<file path="src/rtl/obuf_loop_ctrl.sv">
// obuf_loop_ctrl: walks a configured loop nest (entry 0 innermost) and emits
// loop_enter / loop_index_valid / loop_exit events plus the obuf address of
// each innermost iteration. Optional address path: OBUF_LOOP_CTRL_ADDR_EN.
module obuf_loop_ctrl #(
  parameter int LOOP_ID_W     = 5,
  parameter int LOOP_ITER_W   = 16,
  parameter int ADDR_STRIDE_W = 16,
  parameter int OBUF_ADDR_W   = 32
) (
  input  logic                     clk,
  input  logic                     reset,
  input  logic                     start,
  output logic                     done,
  input  logic                     cfg_v,
  input  logic [LOOP_ITER_W-1:0]   cfg_loop_iter,
  input  logic [ADDR_STRIDE_W-1:0] cfg_stride,
  input  logic [OBUF_ADDR_W-1:0]   obuf_base_addr,
  input  logic                     stall,
  output logic [ADDR_STRIDE_W-1:0] obuf_stride,
  output logic                     obuf_stride_v,
  output logic                     loop_enter,
  output logic                     loop_exit,
  output logic                     loop_index_valid,
  output logic                     loop_last_iter,
  output logic                     loop_stall,
  output logic [LOOP_ID_W-1:0]     loop_index,
  output logic [OBUF_ADDR_W-1:0]   obuf_addr
);

  localparam int NL = 2 ** LOOP_ID_W;
  localparam logic [LOOP_ID_W:0] NL_CNT = (LOOP_ID_W + 1)'(NL);

  typedef enum logic [2:0] {S_IDLE, S_ENTER, S_BUSY, S_EXIT, S_DONE} state_t;

  state_t                   r_state;
  logic [LOOP_ID_W:0]       r_num;
  logic [LOOP_ID_W-1:0]     r_idx;
  logic [LOOP_ITER_W-1:0]   r_max [NL];
  logic [LOOP_ITER_W-1:0]   r_cnt [NL];
  logic                     r_stride_v;
  logic [ADDR_STRIDE_W-1:0] r_stride_o;

  logic                 w_active, w_go, w_cfg_acc, w_start_acc;
  logic                 w_last0, w_outer, w_pwrap;
  logic [LOOP_ID_W-1:0] w_parent, w_wr_idx;

  assign w_active    = (r_state == S_ENTER) || (r_state == S_BUSY) || (r_state == S_EXIT);
  assign w_go        = w_active && !stall;
  assign w_cfg_acc   = cfg_v && (r_state == S_IDLE) && (r_num != NL_CNT);
  assign w_start_acc = start && (r_state == S_IDLE) && (r_num != '0);
  assign w_wr_idx    = r_num[LOOP_ID_W-1:0];
  assign w_parent    = r_idx + 1'b1;
  assign w_last0     = (r_cnt[0] == r_max[0]);
  // outermost loop reached: nothing left to carry into
  assign w_outer     = ({1'b0, r_idx} == (r_num - 1'b1));
  assign w_pwrap     = (r_cnt[w_parent] == r_max[w_parent]);

  // Iteration-max table; contents are only meaningful below r_num
  always_ff @(posedge clk) begin
    if (w_cfg_acc) r_max[w_wr_idx] <= cfg_loop_iter;
  end

  // Control FSM: table fill, nest walk and per-loop iteration counters
  always_ff @(posedge clk or posedge reset) begin
    if (reset) begin
      r_state    <= S_IDLE;
      r_num      <= '0;
      r_idx      <= '0;
      r_stride_v <= 1'b0;
      r_stride_o <= '0;
      for (int i = 0; i < NL; i++) r_cnt[i] <= '0;
    end else begin
      r_stride_v <= w_cfg_acc;
      if (w_cfg_acc) begin
        r_stride_o <= cfg_stride;
        r_num      <= r_num + 1'b1;
      end
      case (r_state)
        S_IDLE: if (w_start_acc) begin
          r_state <= S_ENTER;
          r_idx   <= LOOP_ID_W'(r_num - 1'b1);
          for (int i = 0; i < NL; i++) r_cnt[i] <= '0;
        end
        S_ENTER: if (!stall) begin
          if (r_idx == '0) r_state <= S_BUSY;
          else             r_idx   <= r_idx - 1'b1;
        end
        S_BUSY: if (!stall) begin
          if (w_last0) begin
            r_cnt[0] <= '0;
            r_idx    <= '0;
            r_state  <= S_EXIT;
          end else begin
            r_cnt[0] <= r_cnt[0] + 1'b1;
          end
        end
        S_EXIT: if (!stall) begin
          if (w_outer) begin
            r_state <= S_DONE;
          end else if (w_pwrap) begin
            r_cnt[w_parent] <= '0;
            r_idx           <= w_parent;
          end else begin
            // re-enter from the parent's child, which is the current idx
            r_cnt[w_parent] <= r_cnt[w_parent] + 1'b1;
            r_state         <= S_ENTER;
          end
        end
        S_DONE: begin
          r_num   <= '0;
          r_state <= S_IDLE;
        end
        default: r_state <= S_IDLE;
      endcase
    end
  end

`ifdef OBUF_LOOP_CTRL_ADDR_EN
  logic [ADDR_STRIDE_W-1:0] r_stride [NL];
  logic [OBUF_ADDR_W-1:0]   r_base   [NL];
  logic [OBUF_ADDR_W-1:0]   r_addr;
  logic [OBUF_ADDR_W-1:0]   w_step0, w_pstep;
  logic                     w_pstep_en;

  assign w_step0    = r_addr + OBUF_ADDR_W'(r_stride[0]);
  assign w_pstep    = r_base[w_parent] + OBUF_ADDR_W'(r_stride[w_parent]);
  assign w_pstep_en = (r_state == S_EXIT) && !stall && !w_outer && !w_pwrap;

  // Stride table, filled alongside the iteration-max table
  always_ff @(posedge clk) begin
    if (w_cfg_acc) r_stride[w_wr_idx] <= cfg_stride;
  end

  // Per-loop base of the current iteration; advanced in place so a parent
  // step is one add instead of base + cnt * stride
  always_ff @(posedge clk) begin
    if ((r_state == S_ENTER) && !stall) r_base[r_idx]    <= r_addr;
    else if (w_pstep_en)                r_base[w_parent] <= w_pstep;
  end

  // Current innermost address
  always_ff @(posedge clk or posedge reset) begin
    if (reset)                                       r_addr <= '0;
    else if (w_start_acc)                            r_addr <= obuf_base_addr;
    else if ((r_state == S_BUSY) && !stall && !w_last0) r_addr <= w_step0;
    else if (w_pstep_en)                             r_addr <= w_pstep;
  end

  assign obuf_addr = r_addr;
`else
  logic w_unused_base;
  assign w_unused_base = ^obuf_base_addr;
  assign obuf_addr     = '0;
`endif

  assign loop_enter       = (r_state == S_ENTER) && !stall;
  assign loop_index_valid = (r_state == S_BUSY) && !stall;
  assign loop_exit        = (r_state == S_EXIT) && !stall;
  assign loop_last_iter   = (loop_index_valid && w_last0) || loop_exit;
  assign loop_stall       = stall && w_active;
  assign loop_index       = w_active ? r_idx : '0;
  assign done             = (r_state == S_DONE);
  assign obuf_stride      = r_stride_o;
  assign obuf_stride_v    = r_stride_v;

endmodule
</file>
<file path="config.mk">
export PLATFORM = sky130hd
export DESIGN_NAME = obuf_loop_ctrl
export DESIGN_NICKNAME = d
export VERILOG_FILES = /design/src/rtl/obuf_loop_ctrl.sv
export SDC_FILE = /design/constraint.sdc
export NUM_CORES = 2
export LEC_CHECK = 0
export CAP_MARGIN = 20
export CORE_ASPECT_RATIO = 0.75
export CORE_UTILIZATION = 35
export DETAILED_ROUTE_END_ITERATION = 8
export DONT_BUFFER_PORTS = 1
export SLEW_MARGIN = 20
export SYNTH_ARGS = -nofsm -noshare
export SYNTH_HDL_FRONTEND = slang
export SYNTH_SLANG_ARGS = --single-unit
export TNS_END_PERCENT = 5
</file>
<file path="constraint.sdc">
create_clock -name clk -period 17.3 [get_ports clk]
set_input_delay 3.46 -clock clk [delete_from_list [all_inputs] [get_ports clk]]
set_output_delay 3.46 -clock clk [all_outputs]
set_load 0.02 [all_outputs]
</file>
==> results.json <==
{
  "hold_viol_final": 0,
  "gr-usage-all-layers_pct": 20.50,
  "slew_headroom_pct": 18.28,
  "synth.area.top_cells": "edfxtp_1, dfrtp_1, mux4_2",
  "swShare_pct": 39.26,
  "synth_seq_area_share_pct": 62.57,
  "routedWlPerCell_um": 27.25,
  "grt_first_pass_wirelength_um": 201400,
  "outcome": "completed",
  "ant_nets": 0,
  "diodes": 0,
  "htree_levels": 3,
  "antenna_found_initial": 3,
  "yosysTopAreaCell": "edfxtp_1",
  "power_uw": 8086,
  "crit_top_cell": "buf_4",
  "die_x_um": 421.9,
  "cp_max_fo": 52,
  "clk_pin_slew_ns": 0.06,
  "cp.arrival_ns": 8.63,
  "die_h_um": 316.9,
  "final_area_um2": 50960,
  "cp_slowest_cell": "dfrtp_4",
  "max-clock-path-buffers": 3,
  "path_cells": "inv_1, ha_4, buf_4, buf_4, mux4_2, a22oi_1, nand3_1, nor3_2, xnor2_1, o2111ai_1, and4b_1, a21oi_4, buf_4, and3_1, buf_4, a22o_1",
  "rows": 115,
  "maxCapViolCount": 0,
  "endpoint_kind": "flip-flop",
  "postSynth.topFlopCell": "dfrtp_1",
  "cts-root-buf": "clkbuf_16",
  "post_cts_buffers": 0,
  "share_clk_of_total_power_pct": 27.5,
  "grt_max_degree": 97,
  "fp.coreArea_um2": 131200,
  "synth_cell_types": 91,
  "criticalPathCategory": "flip-flop to flip-flop",
  "portBuffers": 0,
  "drive_above_1_share_pct": 17.34,
  "clock_latency_ns": 0.74,
  "cts_hold_buffers": 0,
  "hold_slack_ns": 0.4754,
  "synth-edff-count": 512,
  "async_flop_share_pct": 51.47,
  "placed_area_um2": 47710,
  "syn_inst": 3277,
  "irDropWorstVdd_v": 0.0001471,
  "power_density_nw_per_um2": 158.7,
  "tightest_slew_ns": 1.217,
  "post_synth.cell_area_avg_um2": 14.13,
  "synth_most_common_cell": "dfrtp_1",
  "fin_setup_tns_ns": 0,
  "overflow": 0,
  "synth_area_um2": 46290,
  "wirelength_um": 137300,
  "fin_skew_ns": 0.08439,
  "power_leakage_uw": 0.01915,
  "grt_pass1_vias": 28020,
  "clock-sinks": 1055,
  "p_switching_uw": 3174,
  "power.share.sequential_pct": 35.0,
  "worstPathRequired_ns": 17.91,
  "synth.top_cell.area_share_pct": 33.21,
  "die-area_um2": 133700,
  "ys_ff_latch": 1055,
  "drcViolationCount": 0,
  "timing.fmax_mhz": 124.6,
  "synthTopCellsByCount": "dfrtp_1, edfxtp_1, nand2_1, o21ai_0, mux4_2",
  "cpPeakStageDelay_ns": 0.86,
  "dp_hpwl_um": 89280,
  "setup_violations": 0,
  "period_share_pct": 46.40,
  "rr_worst_depth": 16,
  "cts_tree": "yes",
  "hold_path_class": "flip-flop to flip-flop",
  "power_frac_comb_pct": 37.5,
  "num-nets-final": 3287,
  "cts_resized": 0,
  "maxSlewViolCount": 0,
  "start_kind": "flip-flop",
  "ys_warn_count": 0,
  "cellInternalPower_uw": 4911,
  "drt_iter0_markers": 4183,
  "min_path_cells": 2,
  "cts_made_buffers": 100,
  "io_pins": 129,
  "rsz0062_at_grt": "false",
  "routed-via-count": 29290,
  "final_core_util_pct": 38.84,
  "start_util_pct": 35.27,
  "fin_crit_ns": 8.027,
  "via_per_inst": 5.815,
  "place_congestion": 0.9422,
  "syn_to_final_growth_pct": 10.10,
  "dr.pass1.iters": 7
}
[flip-flops by register name (all words and copies together), names as in the netlist]
register and flops:
r_num 6, obuf_stride 16, obuf_stride_v 1, r_cnt 512
r_max 512, r_idx 5, r_state 3
[logic make-up after synthesis]
group | after synthesis | synth area share (%)
flops | 1055 | 62.57
simple gates | 765 | 7.401
compound gates | 759 | 11.25
mux | 317 | 13.34
buf+inv | 307 | 3.844
xor+xnor | 60 | 1.233
fa+ha+maj | 13 | 0.3514
other cells | 1 | 0.008101
[cell usage in the layout, fill, tap and decap left out, types with 7 or more instances in the layout]
cell type,n
a21oi_1,84
a221oi_1,7
a22o_1,206
a22oi_1,23
a31oi_1,7
a32o_1,34
and2_1,14
and3_1,19
buf_4,82
bufinv_16,9
clkbuf_1,34
clkbuf_16,101
clkbuf_8,7
clkinv_2,14
conb_1,32
dfrtp_1,542
edfxtp_1,512
ha_1,12
inv_1,17
mux2_2,21
mux2i_1,58
mux4_2,238
nand2_1,449
nand3_1,34
nand4_1,17
nor2_1,85
nor2_2,27
nor2b_1,8
nor3_1,18
nor3_2,7
o211a_1,11
o21ai_0,304
o22ai_1,23
or3_1,33
xnor2_1,28
xor2_1,29
[through the flow]
step / setup WS (ns) / cells
after floorplan: 6.454 / 3308
after global placement: 9.416 / 4857
after detailed placement: 9.419 / 4858
after CTS: 9.456 / 5037
after global routing: 9.017 / 5037
final: 9.273 / 5037
[metal layers]
metal / vias to the layer above / part of all wire, % / GRT usage, %
li1: 12230 / - / -
met1: 15420 / 44 / 31.03
met2: 1443 / 41 / 27.83
met3: 199 / 11 / 6.356
met4: 2 / 2.8 / 6.165
met5: - / 0.0095 / 0
[worst max-delay path: cells and delay by family (launching register included)]
family | cells | cell delay [ns]
XOR/XNOR | 1 | 0.16
adder cells (fa/ha/maj) | 1 | 0.79
buffers and inverters | 5 | 2.87
flip-flops | 1 | 0.86
multiplexers | 1 | 0.43
AND/OR/NAND/NOR | 4 | 1.73
AO/OA/AOI/OAI | 4 | 0.97
[power groups by stage]
stage          sequential (µW)  combinational, µW  clock (µW)
6_report                  2830               3030        2230
5_1_grt                   2840               3170        2350
4_1_cts                   2830               2990        2260
3_5_place_dp              2880               2990           0
3_3_place_gp              2880               2970           0
2_1_floorplan             2820               2150           0
[area by class of cell]
class,count,area [µm²]
Inverter,18,71.32
Timing Repair Buffer,84,646.9
Sequential cell,1055,28970
Fill cell,12230,80260
Tap cell,1755,2196
Clock buffer,143,2759
Multi-Input combinational cell,1946,15840
Clock inverter,36,481.7
[final timing paths]
check | from | endpoint | slack (ns)
worst max register to register | r_idx[0] | r_cnt[2] | 9.27
worst min register to register | r_cnt[26] | r_cnt[26] | 0.48
max in group asynchronous | reset | r_cnt[214] | 11.19
min in group asynchronous | reset | obuf_stride[9] | 2.61
worst min-delay path | r_cnt[26] | r_cnt[26] | 0.48
worst max-delay path | r_idx[0] | r_cnt[2] | 9.27
Note: power is estimated with default switching activity, not from simulation.
==> edit, RTL diff (same flow settings) <==
The parameter `ADDR_STRIDE_W` goes from 16 to 17.
--- a/src/rtl/obuf_loop_ctrl.sv
+++ b/src/rtl/obuf_loop_ctrl.sv
@@ -6,3 +6,3 @@
   parameter int LOOP_ITER_W   = 16,
-  parameter int ADDR_STRIDE_W = 16,
+  parameter int ADDR_STRIDE_W = 17,
   parameter int OBUF_ADDR_W   = 32
Ports: changed (resized cfg_stride and obuf_stride); port bits go from 129 to 131. No check against the original RTL was run, so the function may have changed too.
==> edit against the unedited design <==
Area after synthesis up 0.12%. Combinational power down 6.6%. Total power down 0.46%. Sequential cell count up 1. Fmax up 4.9%. Worst setup slack better by 370 ps. Routed wire length down 7.4%. Final area up 1.0%. Count of clock-buffer cells in the layout down 6. Register-to-register slack better by 950 ps. Critical path depth down 15. Highest routed layer unchanged.
==> edit: results (changes against the unedited design) <==
clk tree area frac=6.952% (+0.59 points); Placed Area=0.04789 mm² (+0.37%); Seq/Total Area, Yosys=62.55% (about the same); fin cells=4879 (-3.1%); Yosys reg bits=1056 (+0.095%); clock buffers=137 (-4.2%); Leakage=19.18 nW (+0.11%); commonest cells in the netlist=dfrtp_1 (544), edfxtp_1 (512), nand2_1 (329), mux4_2 (245), o21ai_0 (210); GRT met3 Usage=3.381% (-3.0 points); Inst Count DP=4683 (-3.6%); layout cell share with drive strength beyond 1=19.79% (+2.5 points); final WL=127100 µm (-7.4%); Area contributors post-synth=edfxtp_1 (33%), dfrtp_1 (29%), mux4_2 (12%); CP max-delay cell=nor3_1; inverters=13 (-5); Total GRT Usage=18.90% (-1.6 points); largest net degree at the start of global routing=176 (+81%); critical path arrival=4190 ps (-4440 ps); EDFF count, synth=512 (unchanged); met2 Resource Use GR=26.55% (-1.3 points); initial antenna violation count=4 (+1); Cell variety after synth=82 (-9.9%); Clk pwr share=29.3% (+1.8 points); first-pass GRT wire length=189100 µm (-6.1%); post-synthesis mux area share=14.32% (+0.97 points); worst skew pair latency=680 ps (-60 ps); XOR/XNOR Fraction of Synth Area=1.266% (+0.034 points); CP delay by family, top=simple AND/OR/NAND/NOR gates; worst vdd ir=0.0001687 V (+15%); ys async rst share=51.52% (about the same); Mapped Area=0.04635 mm² (+0.12%); routed wl met3=10650 µm (-32%); total power=8.049 mW (-0.46%); drt pass-1 iters=6 (-1); Largest stage delay, worst path=720 ps (-140 ps); Fill cells=12.01k (-1.8%); met1 wire length=59620 µm (-2.2%); sequential share of cell area=56.31% (-0.53 points); 1st-iter DRT viols=3395 (-19%); multi-input combinational area share=30.94% (-0.14 points); worst rel slew slack=23.54% (+5.3 points); number of CTS-inserted buffers=105 (+5.0%); Max FO, Critical Path=6 (-88%); Signal buffers=86 (+2.4%); via count=28.11k (-4.0%); Mapped Cells=3099 (-5.4%); met2 wire len=54170 µm (-4.4%); non-clk buf share=1.429% (+0.16 points); placer's final routability congestion estimate=0.8689 (-7.8%); Inserted Diodes=1 (+1); Sw Ratio=37.12% (-2.1 points); status=finished, final reports clean; Setup WS pre-CTS=9608 ps (+189.1 ps); area delta synth->final=11.09%; HPWL Detailed=79430 µm (-11%); Compound-Gate Fraction of Synth Area=11.53% (+0.28 points); multi-input gates=1773 (-8.9%); Fin Clk Skew=31.27 ps (-53.13 ps); Synth Area in Adders=0.3510% (-0.00044 points)
edit: changes by cell type in the layout (fill, tap and decap cells not counted), sizes merged, moves of 14 or more:
cell | before | now
o22a | 1 | 15
nand2 | 455 | 330
clkinv | 24 | 40
a22oi | 24 | 75
o21ai | 304 | 264
mux4 | 238 | 257
a22o | 206 | 186
nor2 | 116 | 83
and2 | 15 | 55
a21oi | 86 | 34
or3 | 34 | 4
a32o | 34 | 90
edit: worst paths after layout:
kind                             from    endpoint  cells after the start  slack, ps
setup / recovery                stall  loop_enter                      1       9650
min in group asynchronous       reset  r_cnt[127]                      2       2910
hold / removal             r_cnt[253]  r_cnt[253]                      2        470
hold reg to reg            r_cnt[253]  r_cnt[253]                      2        470
max in group asynchronous       reset  r_cnt[255]                      4      11870
setup reg to reg             r_idx[0]  r_cnt[113]                     13      10220
